--- config.mk ---
export PLATFORM = sky130hd
export DESIGN_NAME = pipeline_stall_controller
export DESIGN_NICKNAME = d
export VERILOG_FILES = /design/src/rtl/pipe_ctrl_pkg.sv /design/src/rtl/load_use_detect.sv /design/src/rtl/pipeline_stall_controller.sv
export SDC_FILE = /design/constraint.sdc
export NUM_CORES = 1
export LEC_CHECK = 0
export CAP_MARGIN = 20
export CORE_MARGIN = 2
export CORE_UTILIZATION = 30
export CTS_CLUSTER_SIZE = 20
export DETAILED_ROUTE_END_ITERATION = 7
export GPL_TIMING_DRIVEN = 0
export PLACE_DENSITY = 0.5
export SYNTH_ARGS = -nofsm -noshare
export SYNTH_HDL_FRONTEND = slang
export SYNTH_HIERARCHICAL = 1
export SYNTH_SLANG_ARGS = --single-unit
--- constraint.sdc ---
create_clock -name clk -period 6.59 [get_ports clk]
set_input_delay 1.318 -clock clk [delete_from_list [all_inputs] [get_ports clk]]
set_output_delay 1.318 -clock clk [all_outputs]
set_load 0.005 [all_outputs]
--- src/rtl/pipe_ctrl_pkg.sv ---
// Shared types and widths for the pipeline stall/flush controller.
package pipe_ctrl_pkg;

   localparam int unsigned REG_ADDR_W = 5;
   localparam int unsigned WAIT_CNT_W = 16;
   localparam int unsigned CNT_W      = 3;

   typedef enum logic [1:0] {
      RUN        = 2'd0,
      LOAD_STALL = 2'd1,
      FLUSH      = 2'd2,
      MEM_WAIT   = 2'd3
   } ctrl_state_t;

endpackage

--- src/rtl/load_use_detect.sv ---
// Load-use hazard detect: instruction in ID reads the rd of a load sitting in EX.
module load_use_detect
   import pipe_ctrl_pkg::*;
(
   input  logic                  if_id_valid,
   input  logic [REG_ADDR_W-1:0] if_id_rs1,
   input  logic [REG_ADDR_W-1:0] if_id_rs2,
   input  logic [REG_ADDR_W-1:0] id_ex_rd,
   input  logic                  id_ex_memread,
   output logic                  hazard_c
);

   // x0 is never a real destination, so a load targeting it cannot create a hazard
   assign hazard_c = if_id_valid && id_ex_memread && (id_ex_rd != '0) &&
                     ((id_ex_rd == if_id_rs1) || (id_ex_rd == if_id_rs2));

endmodule

--- src/rtl/pipeline_stall_controller.sv ---
// Stall/flush sequencer for the 5-stage pipeline: merges load-use, branch redirect
// and data-memory wait into pipeline-register enables, plus error flag and perf counters.
module pipeline_stall_controller
   import pipe_ctrl_pkg::*;
#(
   parameter int unsigned FETCH_LATENCY = 1,
   parameter int unsigned MEM_TIMEOUT   = 255,
   parameter int unsigned PERF_W        = 32
) (
   input  logic                  clk,
   input  logic                  reset,
   input  logic                  if_id_valid,
   input  logic [REG_ADDR_W-1:0] if_id_rs1,
   input  logic [REG_ADDR_W-1:0] if_id_rs2,
   input  logic [REG_ADDR_W-1:0] id_ex_rd,
   input  logic                  id_ex_memread,
   input  logic                  branch_taken,
   input  logic                  dmem_req,
   input  logic                  dmem_ready,
   output logic                  pc_write,
   output logic                  if_id_write,
   output logic                  if_id_flush,
   output logic                  id_ex_bubble,
   output logic                  pipe_freeze,
   output logic [1:0]            ctrl_state,
   output logic                  mem_timeout_err,
   output logic [PERF_W-1:0]     stall_cycles,
   output logic [PERF_W-1:0]     flush_cycles
);

   localparam int unsigned WAIT_EXT_W = WAIT_CNT_W + 1;
   // FLUSH cycles owed after the taken cycle; zero means the taken cycle alone covers it
   localparam logic [CNT_W-1:0]      FLUSH_RELOAD = CNT_W'(FETCH_LATENCY - 1);
   localparam logic [WAIT_EXT_W-1:0] TIMEOUT_LIM  = WAIT_EXT_W'(MEM_TIMEOUT);
   localparam logic [PERF_W-1:0]     PERF_MAX     = {PERF_W{1'b1}};

   ctrl_state_t           state_q, state_d;
   logic [CNT_W-1:0]      cnt_q, cnt_d, cnt_dec;
   logic [WAIT_CNT_W-1:0] wait_q, wait_d;
   logic                  err_set_c;
   logic                  hz_c;
   logic                  mw_c;

   load_use_detect u_load_use_detect (
      .if_id_valid   (if_id_valid),
      .if_id_rs1     (if_id_rs1),
      .if_id_rs2     (if_id_rs2),
      .id_ex_rd      (id_ex_rd),
      .id_ex_memread (id_ex_memread),
      .hazard_c      (hz_c)
   );

   assign mw_c       = dmem_req && !dmem_ready;
   assign ctrl_state = state_q;

   // Next state: memory wait beats branch, branch beats load-use
   always_comb begin
      state_d   = state_q;
      cnt_d     = cnt_q;
      wait_d    = wait_q;
      err_set_c = 1'b0;
      cnt_dec   = cnt_q - CNT_W'(1);
      if (state_q == MEM_WAIT) begin
         if (!mw_c) begin
            state_d = RUN;
         end else if ((WAIT_EXT_W'(wait_q) + WAIT_EXT_W'(1)) >= TIMEOUT_LIM) begin
            state_d   = RUN;
            err_set_c = 1'b1;
         end else begin
            wait_d = wait_q + WAIT_CNT_W'(1);
         end
      end else if (mw_c) begin
         state_d = MEM_WAIT;
         wait_d  = '0;
      end else if (branch_taken) begin
         cnt_d   = FLUSH_RELOAD;
         state_d = (FLUSH_RELOAD != '0) ? FLUSH : RUN;
      end else if (state_q == FLUSH) begin
         cnt_d = cnt_dec;
         if (cnt_dec == '0) begin
            state_d = RUN;
         end
      end else if ((state_q == RUN) && hz_c) begin
         state_d = LOAD_STALL;
      end else begin
         state_d = RUN;
      end
   end

   // Mealy control outputs for the event that wins this cycle
   always_comb begin
      pc_write     = 1'b1;
      if_id_write  = 1'b1;
      if_id_flush  = 1'b0;
      id_ex_bubble = 1'b0;
      pipe_freeze  = 1'b0;
      if (reset) begin
         pc_write     = 1'b0;
         if_id_write  = 1'b0;
         if_id_flush  = 1'b1;
         id_ex_bubble = 1'b1;
      end else if (mw_c) begin
         pc_write    = 1'b0;
         if_id_write = 1'b0;
         pipe_freeze = 1'b1;
      end else if (branch_taken && (state_q != MEM_WAIT)) begin
         if_id_flush  = 1'b1;
         id_ex_bubble = 1'b1;
      end else if (state_q == FLUSH) begin
         if_id_write  = 1'b0;
         if_id_flush  = 1'b1;
         id_ex_bubble = 1'b1;
      end else if ((state_q == RUN) && hz_c) begin
         pc_write     = 1'b0;
         if_id_write  = 1'b0;
         id_ex_bubble = 1'b1;
      end
   end

   always_ff @(posedge clk) begin
      if (reset) begin
         state_q         <= RUN;
         cnt_q           <= '0;
         wait_q          <= '0;
         mem_timeout_err <= 1'b0;
         stall_cycles    <= '0;
         flush_cycles    <= '0;
      end else begin
         state_q <= state_d;
         cnt_q   <= cnt_d;
         wait_q  <= wait_d;
         if (err_set_c) begin
            mem_timeout_err <= 1'b1;
         end
         if (!pc_write && (stall_cycles != PERF_MAX)) begin
            stall_cycles <= stall_cycles + PERF_W'(1);
         end
         if (if_id_flush && (flush_cycles != PERF_MAX)) begin
            flush_cycles <= flush_cycles + PERF_W'(1);
         end
      end
   end

endmodule
# [After elaboration in Yosys (flattened, before gate mapping)]
# Index checks and enable logic that the tools add are counted.
[totals] ff_bits=86 latch_bits=0 ram_bits=0 rom_bits=0 input_bits=22 output_inout_bits=72 word_cells=79 mem_count=0
[op_classes] add_sub_neg=5 n_mul=0 div=0 order_cmp=1 eq_ne=10 n_shift=0 n_mux=37 bitwise=2 reduce_logical=18
[ops] operator="adder 32 x 1 -> 32 bit, second input constant" n=2
[ops] operator="2-to-1 mux 16 bit" n=4
[ops] operator="inequality test 32 bit, second input constant" n=2
[ops] operator="2-to-1 mux 1 bit" n=24
[ops] operator="adder 16 x 1 -> 17 bit, second input constant" n=1
[ops] operator=">= comparator 17 x 8 -> 1 bit, second input constant" n=1
[ops] operator="adder 16 x 1 -> 16 bit, second input constant" n=1
[ops] operator="2-to-1 mux 2 bit" n=7
[ops] operator="equality test 5 bit" n=2
[ops] operator="logical AND 1 bit" n=8
[ops] operator="2-to-1 mux 3 bit" n=2
[ops] operator="inequality test 5 x 4 -> 1 bit, second input constant" n=1
[ops] operator="nonzero test 5 bit" n=1
[ops] operator="equality test 2 bit, second input constant" n=2
[ops] operator="inequality test 2 bit, second input constant" n=2
[ops] operator="AND reduction 2 bit" n=2
[ops] operator="logical NOT 3 bit" n=1
[ops] operator="inequality test 3 x 2 -> 1 bit, second input constant" n=1
[ops] operator="AND reduction 3 bit" n=1
[ops] operator="subtractor 3 x 1 -> 3 bit, second input constant" n=1
[ops] operator="logical NOT 1 bit" n=2
[ops] operator="logical NOT 2 bit" n=1
[ops] operator="inverter 1 bit" n=2
[ops] operator="nonzero test 2 bit" n=1
[ops] operator="logical OR 1 bit" n=1

# [Logic depth before layout (Yosys ltp)]
# Gate-level depths: netlist of run 1.
[logic_depth] word_depth=11 mapped_depth=12 ltp_nobuf=10

# [Modules after synthesis]
# Netlist of run 1, hierarchy kept.
[by_module_without_submodules] mod="pipeline_stall_controller" n_inst=1 cells_per_inst=565 area_per_inst_um2=4643.2 seq_area_each_um2=1721.7
[by_module_without_submodules] mod="load_use_detect" n_inst=1 cells_per_inst=17 area_per_inst_um2=132.6 seq_area_each_um2=0.0

# [Worst setup path after synthesis of run 1]
# OpenSTA, ideal clock, no wires.
[synth_path] path_kind="input port to output port" start="in id_ex_rd[2]" end="out pc_write" t_arrival_ns=2.637 required_ns=5.272 slack_ns=2.635 cell_stages=7 path_buffers=1 cell_sequence="xor2_1 nor3_1 nand3_1 a21oi_1 or4b_4 and3_4 buf_6"
[synth_via] elab_chain_len=9 elab_cells_between_ends=12 cone_classes="eq/ne: 2; mux: 5; reduce/logical: 5"
[synth_lines] element="start: declaration" line_no="pipeline_stall_controller.sv:15" text="input logic [REG_ADDR_W-1:0] id_ex_rd,"
[synth_lines] element="equality test 5 bit / nonzero test 5 bit (equally long branches)" line_no="load_use_detect.sv:15, load_use_detect.sv:14"
[synth_lines] element="logical OR 1 bit / logical AND 1 bit (equally long branches)" line_no="load_use_detect.sv:15, load_use_detect.sv:14"
[synth_lines] element="logical AND 1 bit *" line_no="load_use_detect.sv:14" text="assign hazard_c = if_id_valid && id_ex_memread && (id_ex_rd != '0) &&"
[synth_lines] element="named net hz_c" line_no="pipeline_stall_controller.sv:41" text="logic hz_c;"
[synth_lines] element="logical AND 1 bit *" line_no="pipeline_stall_controller.sv:113" text="end else if ((state_q == RUN) && hz_c) begin"
[synth_lines] element="2-to-1 mux 1 bit *" line_no="pipeline_stall_controller.sv:113"
[synth_lines] element="2-to-1 mux 1 bit *" line_no="pipeline_stall_controller.sv:109" text="end else if (state_q == FLUSH) begin"
[synth_lines] element="2-to-1 mux 1 bit *" line_no="pipeline_stall_controller.sv:106" text="end else if (branch_taken && (state_q != MEM_WAIT)) begin"
[synth_lines] element="2-to-1 mux 1 bit *" line_no="pipeline_stall_controller.sv:102" text="end else if (mw_c) begin"
[synth_lines] element="2-to-1 mux 1 bit *" line_no="pipeline_stall_controller.sv:97" text="if (reset) begin"
[synth_lines] element="end: declaration" line_no="pipeline_stall_controller.sv:20" text="output logic pc_write,"
# Mark *: on every way through the listed nets, which the timed path passes. The rest lies on a longest branch.

# [Worst setup path in the final report of run 1]
# Ends and elaborated chain as after synthesis.

==> reports/results.ini, run 1 <==
[logic_synthesis]
yosys.area.top_type = dfxtp_1
ys_warn_count = 6
yosysTopAreaCellShare = 0.360
synthArstFlopShare = 0
netlist_top_cells_area = dfxtp_1, xnor2_1, nor2_1, xor2_1, nand2_1
synth_edf_count = 0
synth_nets = 610
synth.avg_cell_area_um2 = 8.21
synth_cell_type_count = 64
ys.flop_type = dfxtp_1
synthCells = 582
syn_area_mm2 = 0.00478
synth_seq_cells = 86
seq_area_frac_synth = 0.360

[layout]
synthToLayoutAreaGrowth_pct = 31.1
fin_cells = 907
drive_gt1_frac = 0.0680
fin_util = 0.398
layout_commonest_cell = clkdlybuf4s50_1
num_antenna_cells = 0
fin_nets = 714
most-common-layout-cells = clkdlybuf4s50_1, dfxtp_1, nor2_1, nand2_1, xnor2_1

[place]
finalWeightedCongestion = 0.843
place_inst = 890
dp_hpwl_mm = 10.1
portBuffers = 92

[clock_network]
root_buffer = clkbuf_16
path_clk_slew_ps = 60
clockBufferDepth = 2
post_cts_buffers = 0
htree_levels = 3
clk_latency_ps = 350
cts_tree = done
hold_buffers = 0
cts-buffers-inserted = 9
cts_resized = 0
cts_sinks = 86

[pwr]
ir_worst_vdd_mv = 0.108
p_total_mw = 1.11
power_switching_uw = 263
internal-power_uw = 851
p_seq_frac = 0.479
pwr-share-comb = 0.073
pwr-share-clk = 0.448
leakage_nw = 1.99
swShare = 0.236
p_per_area_mw_per_mm2 = 178

[critical_path]
critical_path_class = in2out
critPathMaxStageDelay_ps = 530
worst-path-max-fanout = 8
required_ps = 5270
endpoint_kind = primary output
path_cells = clkdlybuf4s50_1 > xor2_1 > nor3_1 > nand3_1 > a21oi_1 > or4b_4 > and3_4 > buf_6 > clkdlybuf4s50_1
r2r-end = stall_cycles[27]
path_delay_family = buffers and inverters
r2r_start = stall_cycles[10]
cpMostUsedCell = clkdlybuf4s50_1
crit_arrival_ps = 3820
path_buf_inv = 3
worstRegToRegCells = 6
critPathLaunchType = input pin
critPathSlowestCell = or4b_4
r2r_setup_slack_ps = 3700
cp-startpoint = id_ex_rd[2]

[timing]
min_period_ps = 5140
max_slew_margin = 0.427
setup_viol = 0
hold_violations = 0
grt_setup_unrepaired = false
fin_setup_tns_ps = 0
clock.fmax_mhz = 195
worst_pin_slew_ps = 852
post-route-period-util = 0.780
drv_slew = 0
whs_ps = 465
worst_clock_skew_ps = 5.36

[die]
fp.coreArea_mm2 = 0.0157
die_y_um = 130
rows = 46
die_w_um = 130
io_pins = 94
die_area_mm2 = 0.0169
floorplan.initialDensity = 0.304

[route]
viasPerCell = 5.10
drc = 0
post_drt_wl_per_cell_um = 15.1
vias = 4628
routed_wl_mm = 13.7
first_pass_iters = 4
drtIter0Drc = 367
detail-route-antenna-nets = 0

[run]
max_cap_violations = 0

[hold_path]
min_to = mem_timeout_err
hold_start = mem_timeout_err
min_path_type = reg2reg
holdPathStages = 1

[grt]
grt_pass1_wl_mm = 22.3
grt_use_total = 0.167
grt_antenna_before_repair = 0
grt_overflow_total = 0
grt_max_degree = 14
grt_pass1_vias = 4422

[status]
status = complete, no violations

cell type report:
cell class	instances	area [um^2]
plain buffers	28	126
clock buffers	13	270
clock inverters	3	17.5
fillers	1581	9450
inverters	14	52.6
multi-input cells	454	2880
flip-flops and latches	86	1720
well taps	216	270
repair buffers	93	926
power groups by stage:
stage	logic, mW	registers [mW]	clock network (mW)
3_3_place_gp	0.0802	0.545	0
5_1_grt	0.0904	0.534	0.533
6_report	0.0816	0.534	0.499
2_1_floorplan	0.0400	0.543	0
3_5_place_dp	0.0821	0.545	0
4_1_cts	0.0826	0.533	0.511
logic make-up (layout without fill, tap and decap cells):
| group | Yosys count | in the layout | synth area share |
|---|---|---|---|
| adders and majority gates | 6 | 6 | 0.0157 |
| xor gates and xnor gates | 65 | 65 | 0.119 |
| DFF | 86 | 86 | 0.360 |
| and+or+nand+nor | 267 | 267 | 0.294 |
| AOI/OAI and AO/OA | 112 | 112 | 0.165 |
| muxes | 4 | 4 | 0.00891 |
| buffers and inverters | 42 | 151 | 0.0375 |
flip-flops by register name, summed over array words and instances, names as in the netlist:
signal / count
flush_cycles: 32
stall_cycles: 32
wait_q: 16
cnt_q: 3
ctrl_state: 2
mem_timeout_err: 1
cell usage after synthesis (all sizes together), types with 14 or more instances:
master,number
nor2,73
xor2,21
a211oi,17
inv,14
nand2,48
dfxtp,86
nand3,29
nor3,15
clkbuf,20
nand4,26
xnor2,44
o21ai,16
a21oi,30
worst max-delay path by stage:
| stage | cells after the start | slack (ps) | end |
|---|---|---|---|
| finish | 9 | 1450 | pc_write |
| global route | 9 | 1330 | pc_write |
| CTS | 9 | 1440 | pc_write |
| detailed placement | 9 | 1460 | pc_write |
| global placement | 9 | 1470 | pc_write |
| floorplan | 7 | 2630 | pc_write |
per-stage QoR:
step / cell area [um^2] / worst slack [ps]
after floorplan: 4780 / 2630
after global placement: 5970 / 1470
after detailed placement: 5970 / 1460
after CTS: 6250 / 1440
after global routing: 6260 / 1330
final: 6260 / 1450
layer usage:
metal	vias to the layer above	wire [um]	GRT usage
met3	16	626	0.0303
met4	0	248	0.0651
met5	-	0	0
met2	112	6400	0.263
li1	2311	-	-
met1	2189	6450	0.227
Note: power is estimated with default switching activity, not from simulation.
==> run 2, diff against run 1 <==
==> constraint.sdc (replaced) <==
create_clock -name clk -period 5.1 [get_ports clk]
set_input_delay 1.02 -clock clk [delete_from_list [all_inputs] [get_ports clk]]
set_output_delay 1.02 -clock clk [all_outputs]
set_load 0.005 [all_outputs]
==> results of run 2 <==
The final DEF is identical to that of run 1. Status: complete, no violations.
Among the figures that moved: setup slack after placement 1460 ps -> 432 ps; setup slack after layout 1450 ps -> 557 ps; register-to-register setup slack 3700 ps -> 2210 ps; total power 1.11 mW -> 1.44 mW; worst IR drop on VDD 0.108 mV -> 0.139 mV
